===== src/rtl/deconv_col_feeder.sv =====
// Column sequencer feeding the per-column deconvolution engine: K weight columns per input column.
// Optional build macro DECONV_FEEDER_PREFETCH_EN overlaps the next column fetch with the last weight beat.
module deconv_col_feeder #(
  parameter int BIT_WIDTH            = 8,
  parameter int NO_COL_KERNEL        = 5,
  parameter int NO_COL_INPUT_FEATURE = 8,
  parameter int NO_IP_COLS           = 8
) (
  input  logic                                      i_clk,
  input  logic                                      i_rst_n,
  input  logic                                      i_w_wr_en,
  input  logic [2:0]                                i_w_wr_addr,
  input  logic [BIT_WIDTH*NO_COL_KERNEL-1:0]        i_w_wr_data,
  input  logic                                      i_start,
  input  logic                                      i_ip_valid,
  input  logic [BIT_WIDTH*NO_COL_INPUT_FEATURE-1:0] i_ip_data,
  output logic                                      o_ip_ready,
  input  logic                                      i_pe_ready,
  output logic [BIT_WIDTH*NO_COL_KERNEL-1:0]        o_weight_col,
  output logic [BIT_WIDTH*NO_COL_INPUT_FEATURE-1:0] o_feature_map_col,
  output logic                                      o_enable_loadw,
  output logic                                      o_enable_loadip,
  output logic [2:0]                                o_kernel_column_id,
  output logic [3:0]                                o_input_column_id,
  output logic                                      o_en_fifo_loop,
  output logic                                      o_en_prcs_new_chnl,
  output logic                                      o_busy,
  output logic                                      o_done
);

  localparam int         WW      = BIT_WIDTH * NO_COL_KERNEL;
  localparam logic [2:0] KC_LAST = 3'(NO_COL_KERNEL - 1);
  localparam logic [3:0] IC_LAST = 4'(NO_IP_COLS - 1);

  typedef enum logic [1:0] {
    S_IDLE  = 2'd0,
    S_FETCH = 2'd1,
    S_ISSUE = 2'd2,
    S_DONE  = 2'd3
  } state_t;

  state_t        state_r;
  logic [2:0]    kc_r;
  logic [3:0]    ic_r;
  logic          ip_ready_r;
  logic [WW-1:0] wreg_r [NO_COL_KERNEL];

  logic       xfer_s;
  logic       take_s;
  logic [2:0] adv_kc_s;
  logic [3:0] adv_ic_s;
  logic [2:0] beat_kc_s;
  logic [3:0] beat_ic_s;
  logic       beat_loop_s;
  logic       beat_last_s;
  logic       beat_pref_s;

  // Transfer qualification and the counters of the beat that will be presented next.
  always_comb begin
    xfer_s = o_enable_loadw & i_pe_ready;
`ifdef DECONV_FEEDER_PREFETCH_EN
    // A prefetch handshake is only offered when the current beat also leaves.
    o_ip_ready = ip_ready_r & ((state_r != S_ISSUE) | i_pe_ready);
`else
    o_ip_ready = ip_ready_r;
`endif
    take_s = o_ip_ready & i_ip_valid;
    if (kc_r == KC_LAST) begin
      adv_kc_s = 3'd0;
      adv_ic_s = ic_r + 4'd1;
    end else begin
      adv_kc_s = kc_r + 3'd1;
      adv_ic_s = ic_r;
    end
    if (state_r == S_ISSUE) begin
      beat_kc_s = adv_kc_s;
      beat_ic_s = adv_ic_s;
    end else begin
      beat_kc_s = kc_r;
      beat_ic_s = ic_r;
    end
    beat_loop_s = (beat_kc_s == KC_LAST);
    beat_last_s = beat_loop_s & (beat_ic_s == IC_LAST);
`ifdef DECONV_FEEDER_PREFETCH_EN
    beat_pref_s = beat_loop_s & (beat_ic_s != IC_LAST);
`else
    beat_pref_s = 1'b0;
`endif
  end

  // Weight register file; loaded only while idle and deliberately left out of reset.
  always_ff @(posedge i_clk) begin
    if (i_w_wr_en && (state_r == S_IDLE) && ({29'd0, i_w_wr_addr} < 32'(NO_COL_KERNEL))) begin
      wreg_r[i_w_wr_addr] <= i_w_wr_data;
    end
  end

  // Sequencer FSM with all engine-side outputs registered.
  always_ff @(posedge i_clk or negedge i_rst_n) begin
    if (!i_rst_n) begin
      state_r            <= S_IDLE;
      kc_r               <= 3'd0;
      ic_r               <= 4'd0;
      ip_ready_r         <= 1'b0;
      o_weight_col       <= '0;
      o_feature_map_col  <= '0;
      o_enable_loadw     <= 1'b0;
      o_enable_loadip    <= 1'b0;
      o_kernel_column_id <= 3'd0;
      o_input_column_id  <= 4'd0;
      o_en_fifo_loop     <= 1'b0;
      o_en_prcs_new_chnl <= 1'b0;
      o_busy             <= 1'b0;
      o_done             <= 1'b0;
    end else begin
      case (state_r)
        S_IDLE: begin
          o_done <= 1'b0;
          if (i_start) begin
            state_r    <= S_FETCH;
            kc_r       <= 3'd0;
            ic_r       <= 4'd0;
            o_busy     <= 1'b1;
            ip_ready_r <= 1'b1;
          end
        end
        S_FETCH: begin
          if (take_s) begin
            state_r            <= S_ISSUE;
            o_feature_map_col  <= i_ip_data;
            o_weight_col       <= wreg_r[beat_kc_s];
            o_kernel_column_id <= beat_kc_s;
            o_input_column_id  <= beat_ic_s;
            o_enable_loadw     <= 1'b1;
            o_enable_loadip    <= (beat_kc_s == 3'd0);
            o_en_fifo_loop     <= beat_loop_s;
            o_en_prcs_new_chnl <= beat_last_s;
            ip_ready_r         <= beat_pref_s;
          end
        end
        S_ISSUE: begin
          if (xfer_s) begin
            kc_r <= adv_kc_s;
            ic_r <= adv_ic_s;
            if ((kc_r != KC_LAST) || take_s) begin
              if (take_s) begin
                o_feature_map_col <= i_ip_data;
              end
              o_weight_col       <= wreg_r[beat_kc_s];
              o_kernel_column_id <= beat_kc_s;
              o_input_column_id  <= beat_ic_s;
              o_enable_loadip    <= (beat_kc_s == 3'd0);
              o_en_fifo_loop     <= beat_loop_s;
              o_en_prcs_new_chnl <= beat_last_s;
              ip_ready_r         <= beat_pref_s;
            end else if (ic_r != IC_LAST) begin
              // Next column not on hand: bubble through FETCH.
              state_r            <= S_FETCH;
              o_enable_loadw     <= 1'b0;
              o_enable_loadip    <= 1'b0;
              o_en_fifo_loop     <= 1'b0;
              o_en_prcs_new_chnl <= 1'b0;
              ip_ready_r         <= 1'b1;
            end else begin
              state_r            <= S_DONE;
              ip_ready_r         <= 1'b0;
              o_weight_col       <= '0;
              o_feature_map_col  <= '0;
              o_enable_loadw     <= 1'b0;
              o_enable_loadip    <= 1'b0;
              o_kernel_column_id <= 3'd0;
              o_input_column_id  <= 4'd0;
              o_en_fifo_loop     <= 1'b0;
              o_en_prcs_new_chnl <= 1'b0;
              o_busy             <= 1'b0;
              o_done             <= 1'b1;
            end
          end
        end
        S_DONE: begin
          o_done  <= 1'b0;
          state_r <= S_IDLE;
        end
        default: begin
          state_r <= S_IDLE;
        end
      endcase
    end
  end

endmodule


===== config.mk =====
export PLATFORM = sky130hd
export DESIGN_NAME = deconv_col_feeder
export DESIGN_NICKNAME = d
export VERILOG_FILES = /design/src/rtl/deconv_col_feeder.sv
export SDC_FILE = /design/constraint.sdc
export NUM_CORES = 1
export LEC_CHECK = 0
export CAP_MARGIN = 30
export CORE_ASPECT_RATIO = 0.6
export CORE_MARGIN = 8
export CORE_UTILIZATION = 50
export DETAILED_ROUTE_END_ITERATION = 6
export GPL_ROUTABILITY_DRIVEN = 0
export PLACE_DENSITY = 0.75
export SETUP_SLACK_MARGIN = 0.5
export SKIP_LAST_GASP = 1
export SYNTH_ARGS = -nofsm -noshare
export SYNTH_HDL_FRONTEND = slang
export SYNTH_SLANG_ARGS = --single-unit

===== constraint.sdc =====
create_clock -name i_clk -period 5.6 [get_ports i_clk]
set_clock_uncertainty 0.05 [all_clocks]
set_input_delay 0.56 -clock i_clk [delete_from_list [all_inputs] [get_ports i_clk]]
set_output_delay 0.56 -clock i_clk [all_outputs]
set_load 0.01 [all_outputs]

Word level (Yosys, flattened, before mapping):

Memory sizes are Yosys's and may differ from the RTL's.
Cells that the tools add are included.

* output and inout port bits: 118
* flip-flop bits (word level): 127
* memories kept: 1
* memory bits (writable): 200
* input bits: 113
* word-level logic and storage cells: 122

Memories
* wreg_r: depth 5, bits a word 40, read ports 1, clocked after memory_dff 0, wr ports 1, line 46 `logic [WW-1:0] wreg_r [NO_COL_KERNEL];`

* equal/unequal tests: 14
* multiplexer cells: 68
* add/sub/neg operators: 2
* bitwise gates (word level): 3
* reduce and logical (&&, ||, !) cells: 19
* magnitude comparators: 1

Operator list (count)
* $mux 64: 4
* $mux 40: 4
* $pmux 64 s2: 1
* $pmux 40 s2: 1
* $mux 4: 8
* $mux 1: 25
* $mux 3: 8
* $reduce_and 4->1: 5
* $pmux 4 s2: 2
* $pmux 1 s2: 6
* $pmux 3 s2: 2
* $mux 2: 5
* $ne 2x2->1 const B: 5
* $reduce_and 3->1: 3
* $pmux 2 s4: 1
* $eq 3x3->1 const B: 2
* $ne 3x3->1 const B: 2
* $reduce_bool 2->1: 3
* $reduce_and 5->1: 1
* $add 4x1->4 const B: 1
* $eq 2x2->1 const B: 2
* $eq 4x3->1 const B: 1
* $ne 4x3->1 const B: 1
* $add 3x1->3 const B: 1
* 10 further kinds: 13

Logic depth before layout (Yosys ltp):

Gate-level depths: netlist (run 1).

* depth after elaboration: 8
* depth in mapped cells: 13
* gate-level depth less buffers: 7

Least setup slack after synthesis (run 1):

Ideal clock, no wire load.

* kind: register to register
* from: reg state_r[0]
* to: mem wreg_r[4][0] (netlist name) (enable)
* cell stages (with the launch flop): 5
* library setup time: 0.495 ns
* data arrival time: 3.839 ns
* setup slack: 1.215 ns
* clock period less this slack: 4.385 ns
* data required time: 5.055 ns
* path buffers: 0
* path through: dfrtp_1 -> inv_1 -> ha_1 -> nand3b_1 -> nor3b_1

* word-level cells in the longest chain between the ends: 5

RTL lines
* start, declared: line 42 `state_t state_r;`
* start signal, assigned: line 101 `state_r <= S_IDLE;`
* start signal, assigned: line 120 `state_r <= S_FETCH;`
* start signal, assigned: line 129 `state_r <= S_ISSUE;`
* $logic_not 2->1: line 93 `if (i_w_wr_en && (state_r == S_IDLE) && ({29'd0, i_w_wr_addr} < 32'(NO_COL_KERNEL))) begin`
* $logic_and 1x1->1 (2 in series): line 93
* $mux 1: line 93
* $mux 1 (implied by the code): line 94 `wreg_r[i_w_wr_addr] <= i_w_wr_data;`
* end, declared: line 46

Every way passes these cells.

Final worst setup path (run 1):

* from: reg state_r[0]
* to: reg o_weight_col[19]

* word-level cells in the longest chain between the ends: 6
* elaborated cells on any way between the ends: 13
* classes of those cells: eq/ne: 5; mux: 5; reduce/logical: 2; memory: 1

RTL lines
* $eq 2x2->1: line 75, 116
* $mux 3: line 75 `if (state_r == S_ISSUE) begin`
* $mem_v2 5x40
* $mux 40: line 145 `if ((kc_r != KC_LAST) || take_s) begin`
* $mux 40: line 142 `if (xfer_s) begin`
* $pmux 40 s2: line 116 `case (state_r)`
* end signal, assigned: line 131 `o_weight_col <= wreg_r[beat_kc_s];`
* end signal, assigned: line 149 `o_weight_col <= wreg_r[beat_kc_s];`
* end, declared: line 19 `output logic [BIT_WIDTH*NO_COL_KERNEL-1:0] o_weight_col,`

Several ways; a longest one is shown, not always the timed one. The select of a mux whose other input is x is not followed.
A chain may end at the register's enable or synchronous reset.

==> results of run 1 <==
path summary, 6_finish.rpt:
kind	from	to	cells after the start	slack, ns
max in group asynchronous	i_rst_n	o_feature_map_col[0]	2	4.30
worst min register to register	wreg_r[4][14]	o_weight_col[14]	2	0.42
worst max-delay path	state_r[0]	o_weight_col[19]	8	2.00
min in group i_clk	wreg_r[4][14]	o_weight_col[14]	2	0.42
worst min-delay path	i_rst_n	o_feature_map_col[11]	1	0.03
worst max register to register	state_r[0]	o_weight_col[19]	8	2.00
critical path, cell delays in order (launching register included):
cell and delay (ns):
dfrtp_1 0.42, inv_1 0.15, ha_4 0.50, buf_4 0.68, and3_4 0.33, a221o_2 0.52
buf_4 0.49, a22oi_1 0.17, o31ai_1 0.13
metal layers:
layer	global-route usage (%)	routed length, um
met4	5.886	958
met3	3.978	2650
met2	37.13	19410
met5	0	0
met1	30.01	17090
state kept, by name (all words and copies together) (netlist names):
register	flops
wreg_r	200
o_feature_map_col	64
o_weight_col	40
ic_r	4
o_input_column_id	4
kc_r	3
o_kernel_column_id	3
state_r	2
o_busy	1
o_done	1
o_en_fifo_loop	1
o_en_prcs_new_chnl	1
o_enable_loadip	1
o_enable_loadw	1
o_ip_ready	1
metrics by stage:
step / hold WS (ns) / util (%)
2_1_floorplan: 0.2144 / -
3_3_place_gp: 0.4026 / 59.29
3_5_place_dp: 0.4132 / 59.36
4_1_cts: 0.05252 / 62.94
5_1_grt: 0.08981 / 63.02
6_report: 0.02706 / 63.02
final cells by class:
class	count	area (um2)
multi-input cells	876	4830
diodes	1	2.502
repair buffers	251	2486
fillers	2199	10570
clock buffers	40	849.6
flip-flops and latches	327	9185
clock inverters	17	173.9
well taps	375	469.2
inverters	5	18.77
layout by cell type (no fill, tap or decap), types with 5 or more instances in the layout:
cell             netlist  final
a22oi_1               40     40
o21ai_0               15     15
buf_4                  6     19
a22o_1                 7      7
clkdlybuf4s50_1        0    229
dfrtp_1              127    126
clkbuf_16              0     31
a21oi_1               75     75
edfxtp_1             200    200
clkinv_1               0      5
nand2_1              151    151
clkbuf_1              40      5
nor2_1               245    242
o31ai_1               41     41
nor3_1               166    164
mux2i_1               82     82
ha_1                   8      7
power breakdown:
group | switching, mW | internal, mW | total [mW] | leakage [nW]
combinational | 2.39 | 1.77 | 4.17 | 2.75
sequential | 0.261 | 3.03 | 3.29 | 3.39
clock | 0.920 | 1.21 | 2.13 | 0.501
cells by family (layout without fill, tap and decap cells):
| logic type | Yosys count | after routing |
|---|---|---|
| AOI/OAI and AO/OA | 200 | 200 |
| and+or+nand+nor | 581 | 581 |
| muxes | 86 | 86 |
| xor gates and xnor gates | 1 | 1 |
| DFF | 327 | 327 |
| adders and majority gates | 8 | 8 |
| other | 0 | 1 |
| buffers and inverters | 102 | 313 |
==> flow_summary.json, run 1 <==
{
  "area_growth_syn_to_layout_pct": 24.92,
  "synth_cells": 1305,
  "fp.coreArea_um2": 28590,
  "avgRoutedWirePerCell_um": 21.20,
  "hp-class": "input pin to asynchronous set/reset pin",
  "setup_viol": 0,
  "worst_slew_pin_slew_ns": 1.014,
  "place.detailed.hpwl_um": 23870,
  "io_buffers": 230,
  "cts.sinks": 327,
  "synth-simple-area-share_pct": 16.97,
  "worstSetupEndpointType": "flip-flop",
  "cts-root-buf": "clkbuf_16",
  "fin_setup_tns_ns": 0,
  "synth_top_cell_area_share_pct": 41.64,
  "ant_nets": 0,
  "status": "completed",
  "min_period_ns": 3.602,
  "gr-total-overflow": 0,
  "htree_levels": 1,
  "dp.cells": 1833,
  "crit_type": "flip-flop to flip-flop",
  "powerDensity_nw_per_um2": 532.3,
  "peakVddDrop_mv": 0.3767,
  "p_leak_nw": 6.642,
  "post_dp_cell_area_um2": 16970,
  "num_rows": 48,
  "synth_largest_area_cell": "edfxtp_1",
  "synth_area_leaders": "edfxtp_1 (42%), dfrtp_1 (22%), nor2_1 (6.4%)",
  "fmax_mhz": 277.6,
  "final_nets": 1613,
  "cp.required_ns": 6.00,
  "totalWireLength_um": 40110,
  "cts_tree": "done",
  "max_slew_margin_pct": 32.38,
  "cp-start-kind": "flip-flop",
  "yosysWarnings": 0,
  "setup_ws_ns": 1.998,
  "synthMostInstantiatedCell": "nor2_1",
  "max_cap_violations": 0,
  "final_cells": 1892,
  "holdBufCountCts": 0,
  "slew_violations": 0,
  "fin_crit_sh_pct": 64.33,
  "synth_mux_area_share_pct": 6.004,
  "design_area_um2": 18010,
  "ios": 231,
  "hold_viol_final": 0,
  "dr.pass1.iters": 5,
  "antenna_found_initial": 1,
  "synth_seq_cells": 327,
  "synth_flop_cell": "edfxtp_1",
  "drtIter0Drc": 1010,
  "synth_area_um2": 14420,
  "worstPathArrival_ns": 4.01,
  "async_reset_ff_share_pct": 38.84,
  "grt_pass1_vias": 10743,
  "syn_area_per_cell_um2": 11.05,
  "synth_fa_ha_area_share_pct": 0.6941,
  "grt_start_max_net_pins": 83,
  "cts_resized": 0,
  "post-route-drc-count": 0,
  "cp_max_fo": 45,
  "insertion_delay_ns": 0.57,
  "drive_above_1_share_pct": 6.201,
  "clk_pin_slew_worst_paths_ns": 0.06,
  "post_cts_buffers": 0,
  "synth_compound_area_share_pct": 9.092,
  "grt_pass1_wl_um": 62060,
  "viasPerCell": 5.779,
  "syn-num-nets": 1426,
  "start_util_pct": 50.45,
  "synth_edf_count": 200,
  "place_ws_ns": 1.972,
  "synth_xor_area_share_pct": 0.06073,
  "ys_seq_area_share_pct": 63.68,
  "track_usage_pct": 22.25,
  "dr_total_vias": 10933,
  "netlist-cell-type-count": 45,
  "finalPower_mw": 9.589,
  "cts_buffers": 31,
  "synth_common_cells": "nor2_1 (245), edfxtp_1 (200), nor3_1 (166)",
  "fp.dieW_um": 235.3,
  "die_area_um2": 34710,
  "die_h_um": 147.6,
  "synth_top_family_by_area": "simple AND/OR/NAND/NOR gates",
  "clock_path_buffers": 3,
  "rsz0062_at_grt": "false"
}
Note: power is estimated with default switching activity, not from simulation.
==> run 2, diff against run 1 <==
clock period = 3.4 ns   (was 5.6 ns; I/O delays follow)
==> flow_summary.json, run 2 (same netlist as run 1, synthesis figures left out) <==
{
  "start_util_pct": 50.45,
  "die_h_um": 147.6,
  "ios": 231,
  "multiInputGateArea_um2": 4863,
  "drive_above_1_share_pct": 6.188,
  "fmax_mhz": 368.0,
  "grt_pass1_wl_um": 60890,
  "design_area_um2": 18080,
  "cp.required_ns": 3.80,
  "slew_violations": 0,
  "fp.coreArea_um2": 28590,
  "hold_end": "o_feature_map_col[59]",
  "totalWireLength_um": 39320,
  "most-common-layout-cells": "nor2_1 (242), clkdlybuf4s50_1 (229), edfxtp_1 (200), nor3_1 (164), nand2_1 (151)",
  "final_common_cell": "nor2_1",
  "hold_viol_final": 0,
  "num_rows": 48,
  "regMostFlops": "wreg_r",
  "worstSetupEndpointType": "flip-flop",
  "dr.pass1.iters": 7,
  "reg2reg_slack_ns": 0.68,
  "status": "completed",
  "ff2ff_path_depth": 7,
  "post-route-drc-count": 0,
  "cp-start-kind": "flip-flop",
  "drtIter0Drc": 1070,
  "fin_crit_sh_pct": 79.93,
  "crit_path_cell_trace": "inv_1 > ha_4 > buf_4 > a2bb2oi_4 > buf_12 > nor3_1 > o31ai_1",
  "worstPathArrival_ns": 3.12,
  "powerDensity_nw_per_um2": 873.1,
  "cp_max_fo": 29,
  "antenna_cells": 0,
  "cts_tree": "done",
  "crit_family": "buffers and inverters",
  "insertion_delay_ns": 0.56,
  "r2r-end": "o_weight_col[17]",
  "track_usage_pct": 21.84,
  "p_leak_nw": 6.675,
  "avgRoutedWirePerCell_um": 20.76,
  "worstHoldPathCells": 3,
  "dr_total_vias": 10873,
  "post_dp_cell_area_um2": 17080,
  "die_area_um2": 34710,
  "grt_pass1_vias": 10452,
  "largest_reg_flops": 200,
  "hp-class": "input pin to flip-flop",
  "max_slew_margin_pct": 31.96,
  "area_growth_syn_to_layout_pct": 25.38,
  "crit_slowest_cell": "a2bb2oi_4",
  "seqCellArea_um2": 9185,
  "crit_type": "flip-flop to flip-flop",
  "n_fill_cell": 2219,
  "r2r-start": "state_r[0]",
  "grt_start_max_net_pins": 83,
  "peakVddDrop_mv": 0.5597,
  "final_nets": 1616,
  "gr-total-overflow": 0,
  "post_cts_buffers": 0,
  "fin_setup_tns_ns": 0,
  "htree_levels": 1,
  "max_cap_violations": 0,
  "min-delay-start": "i_ip_data[59]",
  "postLayoutCoreUtil_pct": 63.25,
  "place.detailed.hpwl_um": 23660,
  "top_regs": "wreg_r (200), o_feature_map_col (64), o_weight_col (40)",
  "viasPerCell": 5.741,
  "rsz0062_at_grt": "false",
  "ant_nets": 0,
  "worst_slew_pin_slew_ns": 1.021,
  "clock_path_buffers": 3,
  "clk_pin_slew_worst_paths_ns": 0.07,
  "min_period_ns": 2.718,
  "io_buffers": 230,
  "fp.dieW_um": 235.3,
  "cts-root-buf": "clkbuf_16",
  "critPathMaxStageDelay_ns": 0.56,
  "cts.sinks": 327,
  "worstPathBufferInverterCount": 3,
  "antenna_found_initial": 1,
  "setup_viol": 0,
  "cts_buffers": 31
}
==> run 2: cell count changes in the layout (fill, tap and decap cells not counted), moves of 2 or more <==
cell,change
buf_12,+4
clkbuf_1,+4
clkinv_2,+4
buf_4,-3
clkbuf_8,-3
clkinv_4,-3
nor3_2,-2
nor3_4,+2
==> run 2: per-layer routing <==
layer / up-vias / track usage [%] / share of wire (%)
li1: 5027 / - / -
met4: 2 / 4.926 / 2.1
met3: 61 / 3.830 / 6.6
met2: 388 / 35.99 / 48
met5: - / 0 / 0.033
met1: 5395 / 30.19 / 44
==> run 2: what timing repair did <==
item / 4_1_cts / 5_1_grt
endpoints found under the setup margin: 7 / 4
hold buffers: 1 / 0
hold endpoints to repair: 61 / 0
gates resized for setup: 1 / 1
==> run 2: report_power, final <==
part / switching [mW] / total [mW] / internal, mW
combinational: 3.97 / 6.96 / 2.99
sequential: 0.435 / 5.43 / 5.00
clock: 1.47 / 3.39 / 1.93
==> run 2: worst register-to-register path: stages (launching register included) <==
cell       delay (ns)
dfrtp_1          0.42
inv_1            0.16
ha_4             0.35
buf_4            0.41
a2bb2oi_4        0.56
buf_12           0.30
nor3_1           0.13
o31ai_1          0.24
==> run 2: worst max path at each step <==
stage / start / endpoint / depth (start not counted)
detailed placement: state_r[0] / o_weight_col[7] / 6
floorplan: state_r[0] / wreg_r[4][0] / 4
global placement: state_r[0] / o_weight_col[2] / 6
CTS: state_r[0] / o_weight_col[17] / 7
global route: state_r[0] / o_weight_col[38] / 8
finish: state_r[0] / o_weight_col[17] / 7
==> run 2: through the flow <==
stage	cells	setup WS (ns)	power, mW	hold slack, ns
after floorplan	1305	0.3783	9.680	-0.005591
after detailed placement	1836	0.4797	12.46	0.3602
final	1894	0.6824	15.79	0.2656
after global routing	1894	0.5013	16.65	0.2635
after global placement	1835	0.5989	12.22	0.3558
after CTS	1894	0.6674	15.88	0.2460
==> run 2: layout make-up <==
class / instances / area share (%)
Sequential cell: 327 / 50.80
Multi-Input combinational cell: 876 / 26.90
Timing Repair Buffer: 254 / 14.19
Clock inverter: 16 / 0.8650
Tap cell: 375 / 2.595
Inverter: 5 / 0.1038
Clock buffer: 41 / 4.553
